## config.mk

```make
export PLATFORM = sky130hd
export DESIGN_NAME = add_seq_ctrl
export DESIGN_NICKNAME = d
export VERILOG_FILES = /design/src/rtl/add_seq_ctrl.sv
export SDC_FILE = /design/constraint.sdc
export NUM_CORES = 1
export LEC_CHECK = 0
export BUFFER_PORTS_ARGS = -buffer_cell sky130_fd_sc_hd__buf_2
export CAP_MARGIN = 40
export CORE_ASPECT_RATIO = 0.7
export CORE_MARGIN = 3
export CORE_UTILIZATION = 52
export CTS_CLUSTER_SIZE = 25
export DETAILED_ROUTE_END_ITERATION = 7
export GPL_TIMING_DRIVEN = 0
export PLACE_DENSITY = 0.87
export SLEW_MARGIN = 10
export SYNTH_ARGS = -nofsm -noshare
export SYNTH_HDL_FRONTEND = slang
export SYNTH_SLANG_ARGS = --single-unit
```

## constraint.sdc

```tcl
create_clock -name clk -period 2.4 [get_ports clk]
set_input_delay 0.12 -clock clk [delete_from_list [all_inputs] [get_ports clk]]
set_output_delay 0.12 -clock clk [all_outputs]
set_load 0.1 [all_outputs]
```

## src/rtl/add_seq_ctrl.sv

```systemverilog
// Sequencer that builds a WIDE-bit add out of one external SLICE_W-bit adder slice,
// feeding one slice per cycle (LSB first) and rippling the carry through a register.
module add_seq_ctrl #(
    parameter int SLICE_W = 4,
    parameter int NSLICES = 4,
    localparam int WIDE = SLICE_W * NSLICES
) (
    input  logic               clk,
    input  logic               rst_n,
    input  logic               start,
    input  logic               clr,
    input  logic [WIDE-1:0]    a,
    input  logic [WIDE-1:0]    b,
    input  logic               cin,
    output logic               busy,
    output logic               done,
    output logic [WIDE-1:0]    sum,
    output logic               cout,
    output logic               ovf,
    output logic [SLICE_W-1:0] slc_x,
    output logic [SLICE_W-1:0] slc_y,
    output logic               slc_ci,
    input  logic [SLICE_W-1:0] slc_s,
    input  logic               slc_co
);

    localparam int IDX_W = (NSLICES > 1) ? $clog2(NSLICES) : 1;
    localparam logic [IDX_W-1:0] LAST_IDX = IDX_W'(NSLICES - 1);

    typedef enum logic {
        IDLE = 1'b0,
        RUN  = 1'b1
    } state_t;

    state_t           state;
    logic [IDX_W-1:0] idx;
    logic             carry;
    logic [WIDE-1:0]  a_l;
    logic [WIDE-1:0]  b_l;

    // Handshake: a request is taken on any edge where start=1, clr=0 and the
    // sequencer is idle (busy=0); requests while busy are dropped, not queued.
    // done pulses for exactly one cycle with sum/cout/ovf valid, and a new
    // request may be taken in that same cycle.
    always_ff @(posedge clk or negedge rst_n) begin
        if (!rst_n) begin
            state <= IDLE;
            idx   <= '0;
            carry <= 1'b0;
            a_l   <= '0;
            b_l   <= '0;
            done  <= 1'b0;
            sum   <= '0;
            cout  <= 1'b0;
            ovf   <= 1'b0;
        end else begin
            done <= 1'b0;
            if (clr) begin
                state <= IDLE;
                idx   <= '0;
                sum   <= '0;
                cout  <= 1'b0;
                ovf   <= 1'b0;
            end else begin
                case (state)
                    IDLE: begin
                        if (start) begin
                            state <= RUN;
                            a_l   <= a;
                            b_l   <= b;
                            carry <= cin;
                            idx   <= '0;
                            cout  <= 1'b0;
                            ovf   <= 1'b0;
                        end
                    end
                    RUN: begin
                        sum[idx*SLICE_W +: SLICE_W] <= slc_s;
                        carry <= slc_co;
                        if (idx == LAST_IDX) begin
                            // Top slice's sum MSB is the result sign bit.
                            state <= IDLE;
                            idx   <= '0;
                            cout  <= slc_co;
                            done  <= 1'b1;
                            ovf   <= (a_l[WIDE-1] == b_l[WIDE-1]) &&
                                     (slc_s[SLICE_W-1] != a_l[WIDE-1]);
                        end else begin
                            idx <= idx + 1'b1;
                        end
                    end
                    default: state <= IDLE;
                endcase
            end
        end
    end

    assign busy = (state == RUN);

    always_comb begin
        slc_x  = '0;
        slc_y  = '0;
        slc_ci = 1'b0;
        if (state == RUN) begin
            slc_x  = a_l[idx*SLICE_W +: SLICE_W];
            slc_y  = b_l[idx*SLICE_W +: SLICE_W];
            slc_ci = carry;
        end
    end

endmodule
```

==> impl_metrics.yaml, run 1 <==
placement:
  pre_cts_ws_ns: 0.0535
  io_buffers: 70
  dp_hpwl_mm: 4.32
  gp_congestion: 0.788
sta:
  finalSetupViolCount: 0
  rsz0062_at_grt: "false"
  slew_violations: 0
  worstMarginPinSlew_ns: 0.631
  max_freq_mhz: 436
  relSlewSlack_pct: 57.9
  finalSetupTns_ns: 0
  whs_ns: 0.0274
  period_minus_slack_ns: 2.29
  timing.final.ws_setup_ns: 0.105
  fin_crit_sh_pct: 95.6
  fin_skew_ns: 0.00589
  finalHoldViolCount: 0
synthesis:
  synth.ff_latch_count: 55
  synthesis.area_sq_mm: 0.00254
  yosysSeqAreaShare_pct: 54.1
  async_flop_share_pct: 100
  netlist-cell-type-count: 32
  synth.top_cell.area_share_pct: 54.1
  yosysWarnings: 0
  syn_area_per_cell_sq_um: 14.4
  synth_nets: 224
  synth-edff-count: 0
  syn_inst: 176
  synthFlopType: "dfrtp_1"
  synth_area_leaders: "dfrtp_1 (54%), mux2_2 (14%), mux4_2 (7.1%)"
  synth_largest_area_cell: "dfrtp_1"
routing:
  vias: 1778
  first_iter_violations: 120
  wl_per_cell_um: 17.8
  via_per_inst: 5.52
  antenna_left: 0
  wl_mm: 5.74
  drcViolationCount: 0
  drt_first_pass_iters: 4
setup_path:
  rrSetupSlack_ns: 0.18
  cp_slowest_cell: "dfrtp_1"
  arrival_ns: 2.17
  r2r-start: "idx[0]"
  path_max_fanout: 10
  slowest_delay_ns: 0.62
  crit_type: "reg -> out"
  worstSetupStartpointType: "flop"
  crit_path_cell_trace: "buf_6 -> mux4_2 -> and2_2 -> buf_2"
  reg2reg_to: "sum[8]"
  crit_start: "idx[0]"
  required_ns: 2.28
  worstSetupEndpointType: "output pin"
  reg2reg_depth: 6
  endpoint: "slc_x[0]"
power_and_ir_drop:
  irDropWorstVdd_v: 0.000436
  total_power_w: 0.00211
  leakage_nw: 1.49
  power_density_mw_per_mm2: 682
clock_network:
  cts_tree: "done"
  clock_latency_ns: 0.30
  clk_pin_slew_ns: 0.09
  htreeDepth: 2
  clkSinkCount: 55
  cts_buffers: 5
  clockBufferDepth: 2
  cts_root_buf: "clkbuf_8"
hold_path:
  hp-class: "in -> reg"
global_route:
  grt_max_degree: 29
  antenna_found_initial: 0
  grt_first_pass_wirelength_mm: 9.49
  grt_util_all_layers_pct: 22.1
  grt_pass1_vias: 1944
  grt_overflow: 0
die:
  ios: 71
  fp-row-count: 20
  die_area_sq_mm: 0.00578
  core_sq_mm: 0.00453
  die_w_um: 89.6
  initial_utilization_pct: 56.1
  dieHeight_um: 64.5
cells_and_area:
  drive_gt1_share_pct: 54.3
  antenna_cells: 0
  syn_to_final_growth_pct: 21.9
  post-route-util_pct: 68.4
  layout_commonest_cell: "buf_2"
  most-common-layout-cells: "buf_2 (72), dfrtp_1 (55), mux2_2 (31)"
  nets: 303
run_status:
  status: "completed"
run:
  drv_cap: 0
## worst min path at each step
stage / from / endpoint / cells past startpoint
6_report: b[6] / b_l[6] / 2
5_1_grt: a[7] / a_l[7] / 2
4_1_cts: b[6] / b_l[6] / 2
3_5_place_dp: rst_n / sum[14] / 1
3_3_place_gp: b[6] / b_l[6] / 2
2_1_floorplan: rst_n / a_l[0] / 0
## kinds of logic after synthesis
family                   synth area share, %
flip-flops                              54.1
multiplexers                            21.7
adder cells (fa/ha/maj)                 2.95
AND/OR/NAND/NOR                         9.40
buffers and inverters                   3.35
AO/OA/AOI/OAI                           8.46
## sequential cells by signal, summed over array words and instances (netlist names)
register	count
a_l	16
busy	1
sum	16
b_l	16
carry	1
idx	2
ovf	1
cout	1
done	1
## worst max-delay path: cells and delay by family (launching register included)
kind	cells	cell delay, ns
buf+inv	2	0.53
flops	1	0.62
mux	1	0.51
simple gates	1	0.21
## cell type report
class / count / area [sq um]
well taps: 66 / 82.6
flip-flops and latches: 55 / 1380
plain buffers: 9 / 75.1
inverters: 3 / 11.3
multi-input cells: 109 / 1090
fillers: 334 / 1430
repair buffers: 72 / 380
clock inverters: 1 / 5.00
clock buffers: 7 / 76.3
## Yosys cell counts, types with 2 or more instances
cell / count
clkbuf_1: 2
nor4b_2: 2
nor2b_1: 2
inv_1: 3
and2_1: 10
a22o_1: 16
buf_2: 2
ha_1: 6
buf_6: 5
a22oi_1: 2
a21oi_1: 6
mux2_1: 2
nor2_1: 4
mux2_2: 31
o21ai_0: 2
mux4_2: 8
dfrtp_1: 55
nand2b_1: 4
## layer usage
layer	wire [um]	part of all wire, %	GRT usage, %
met1	2510	44	30.3
met2	2780	48	34.6
met3	340	5.9	5.21
met4	103	1.8	7.06
met5	0	0	0
## what timing repair did
item                                   in CTS  in global routing
resized for setup                           0                  2
setup endpoints to repair                   0                  8
endpoints found under the hold margin      27                  0
setup buffers                               0                  0
hold buffers                                1                  0
## report_power, final
group          switching (W)  internal (W)  total, W
logic               0.000302      0.000220  0.000522
registers          0.0000665       0.00104   0.00111
clock network       0.000277      0.000205  0.000482
## per-stage QoR
| stage | cell area, sq um | std cells |
|---|---|---|
| floorplan | 2550 | 176 |
| global placement | 2990 | 312 |
| detailed placement | 3010 | 313 |
| CTS | 3100 | 322 |
| global route | 3100 | 322 |
| finish | 3100 | 322 |
(Power assumes the default switching activity.)
==> run 2: changes to the inputs <==
--- a/config.mk
+++ b/config.mk
@@ -8,12 +8,12 @@
 export BUFFER_PORTS_ARGS = -buffer_cell sky130_fd_sc_hd__buf_2
 export CAP_MARGIN = 40
 export CORE_ASPECT_RATIO = 0.7
-export CORE_MARGIN = 3
-export CORE_UTILIZATION = 52
+export CORE_MARGIN = 4
+export CORE_UTILIZATION = 47
 export CTS_CLUSTER_SIZE = 25
 export DETAILED_ROUTE_END_ITERATION = 7
 export GPL_TIMING_DRIVEN = 0
-export PLACE_DENSITY = 0.87
+export PLACE_DENSITY = 0.83
 export SLEW_MARGIN = 10
 export SYNTH_ARGS = -nofsm -noshare
 export SYNTH_HDL_FRONTEND = slang
==> constraint.sdc (replaced) <==
create_clock -name clk -period 1.9 [get_ports clk]
set_input_delay 0.095 -clock clk [delete_from_list [all_inputs] [get_ports clk]]
set_output_delay 0.095 -clock clk [all_outputs]
set_load 0.1 [all_outputs]
==> run 2 against run 1 <==
Against the previous run:
- register-to-register slack got worse by 0.07 ns
- die area increased by 15%
- cell area rose by 7.0%
- global-route usage shrank 3.7 points
- combinational power rose by 42%
- clock power increased by 36%
- sequential power up 26%
- first-iteration DRC count shrank 18%
- cell count increased by 3.7%
- non-clock buffer count rose by 7
- routed wire length increased by 1.1%
- critical path depth is the same
- critical path type unchanged
==> impl_metrics.yaml, run 2 (synthesis results as in run 1) <==
setup_path:
  crit_type: "reg -> out"
  crit_buf_inv: 2
  path_max_fanout: 10
  worstSetupEndpointType: "output pin"
  crit_path_cell_trace: "buf_12 -> mux4_2 -> and2_2 -> buf_8"
  cp_slowest_cell: "mux4_2"
  crit_start: "idx[0]"
  arrival_ns: 1.77
  critPathTopFamily: "multiplexers"
  r2r-start: "idx[1]"
  worstSetupStartpointType: "flop"
  slowest_delay_ns: 0.50
  required_ns: 1.80
cells_and_area:
  syn_to_final_growth_pct: 30.4
  most-common-layout-cells: "buf_2 (63), dfrtp_1 (53), mux2_2 (31)"
  top_regs: "a_l: 16 flops, b_l: 16 flops, sum: 16 flops"
  layout_commonest_cell: "buf_2"
  multi_input_area_sq_mm: 0.00112
  nets: 310
  nFillCells: 419
  antenna_cells: 0
  drive_gt1_share_pct: 56.9
  final_cell_count_no_fill: 334
  regArea_sq_mm: 0.00138
  stdcell_area_sq_mm: 0.00332
global_route:
  grt_first_pass_wirelength_mm: 9.27
  antenna_found_initial: 0
  grt_pass1_vias: 1811
  grt_util_all_layers_pct: 18.3
  grt_max_degree: 31
  grt_overflow: 0
clock_network:
  clkSinkCount: 55
  htreeDepth: 2
  clock_latency_ns: 0.31
  cts_root_buf: "clkbuf_8"
  clockBufferDepth: 2
  cts_tree: "done"
  clk_pin_slew_ns: 0.10
  cts_buffers: 5
routing:
  wl_mm: 5.80
  wl_per_cell_um: 17.4
  drt_first_pass_iters: 4
  drcViolationCount: 0
  via_per_inst: 5.28
  antenna_left: 0
  vias: 1764
  first_iter_violations: 98
power_and_ir_drop:
  combPwrFrac_pct: 26.6
  leakage_nw: 1.56
  total_power_w: 0.00280
  seq_power_share_pct: 50.0
  power_density_mw_per_mm2: 843
  p_int_w: 0.00195
  power.switching_w: 0.000848
  clockPowerShare_pct: 23.4
  switching_share_pct: 30.4
  irDropWorstVdd_v: 0.000515
placement:
  placed_cell_area_sq_mm: 0.00302
  placedCellCount: 319
  io_buffers: 70
  dp_hpwl_mm: 4.15
  gp_congestion: 0.790
sta:
  finalHoldViolCount: 0
  finalSetupViolCount: 0
  finalSetupTns_ns: 0
  relSlewSlack_pct: 59.1
  period_minus_slack_ns: 1.87
  fin_crit_sh_pct: 98.4
  slew_violations: 0
  max_freq_mhz: 535
  whs_ns: 0.0106
  rsz0062_at_grt: "true"
  worstMarginPinSlew_ns: 0.613
  fin_skew_ns: 0.0100
die:
  die_w_um: 95.9
  dieHeight_um: 69.5
  initial_utilization_pct: 48.6
  fp-row-count: 22
  die_area_sq_mm: 0.00667
  ios: 71
  core_sq_mm: 0.00523
hold_path:
  min_from: "a[7]"
  hp-class: "in -> reg"
run:
  drv_cap: 0
run_status:
  status: "completed"
## run 2: cell types whose count changed in the layout (fill, tap and decap cells not counted), sizes merged
cell         previous run  this run
clkbuf                  9         7
buf                    78        83
dlygate4sd3             1         4
## run 2: final cells by class
class / instances / area share (%)
Multi-Input combinational cell: 109 / 33.7
Buffer: 8 / 2.60
Sequential cell: 55 / 41.6
Tap cell: 72 / 2.72
Timing Repair Buffer: 80 / 16.4
Clock inverter: 1 / 0.151
Inverter: 3 / 0.340
Clock buffer: 6 / 2.49
## run 2: timing repair
action	4_1_cts	5_1_grt
setup endpoints to repair	25	25
hold buffers	1	3
setup buffers	2	3
endpoints found under the hold margin	25	3
gates resized for setup	15	26
pin swaps	0	1
## run 2: power groups by stage
stage          Sequential (W)  Clock [W]  Combinational, W
5_1_grt               0.00142   0.000717          0.000796
6_report              0.00140   0.000655          0.000743
2_1_floorplan         0.00145          0          0.000455
3_3_place_gp          0.00142          0          0.000637
3_5_place_dp          0.00143          0          0.000658
4_1_cts               0.00140   0.000660          0.000687
## run 2: stage by stage
stage                     utilization (%)  setup slack, ns
after floorplan                         -           0.0648
after global placement               57.3           -0.361
after detailed placement             57.7           -0.355
after CTS                            60.6         -0.00169
after global routing                 63.4          -0.0303
final                                63.4           0.0311
## run 2: layer usage
layer	track usage (%)	vias to the layer above	wire [um]
li1	-	815	-
met1	27.5	884	2590
met2	26.0	61	2770
met3	4.66	4	380
met4	5.84	0	54
met5	0	-	0
## run 2: path summary, 6_finish.rpt
path	slack, ns	cells past startpoint	to
min in group asynchronous	0.33	2	cout
hold reg to reg	0.49	1	b_l[6]
setup reg to reg	0.11	6	sum[9]
hold / removal	0.01	2	a_l[7]
max in group asynchronous	1.00	3	sum[1]
setup / recovery	0.03	4	slc_y[1]
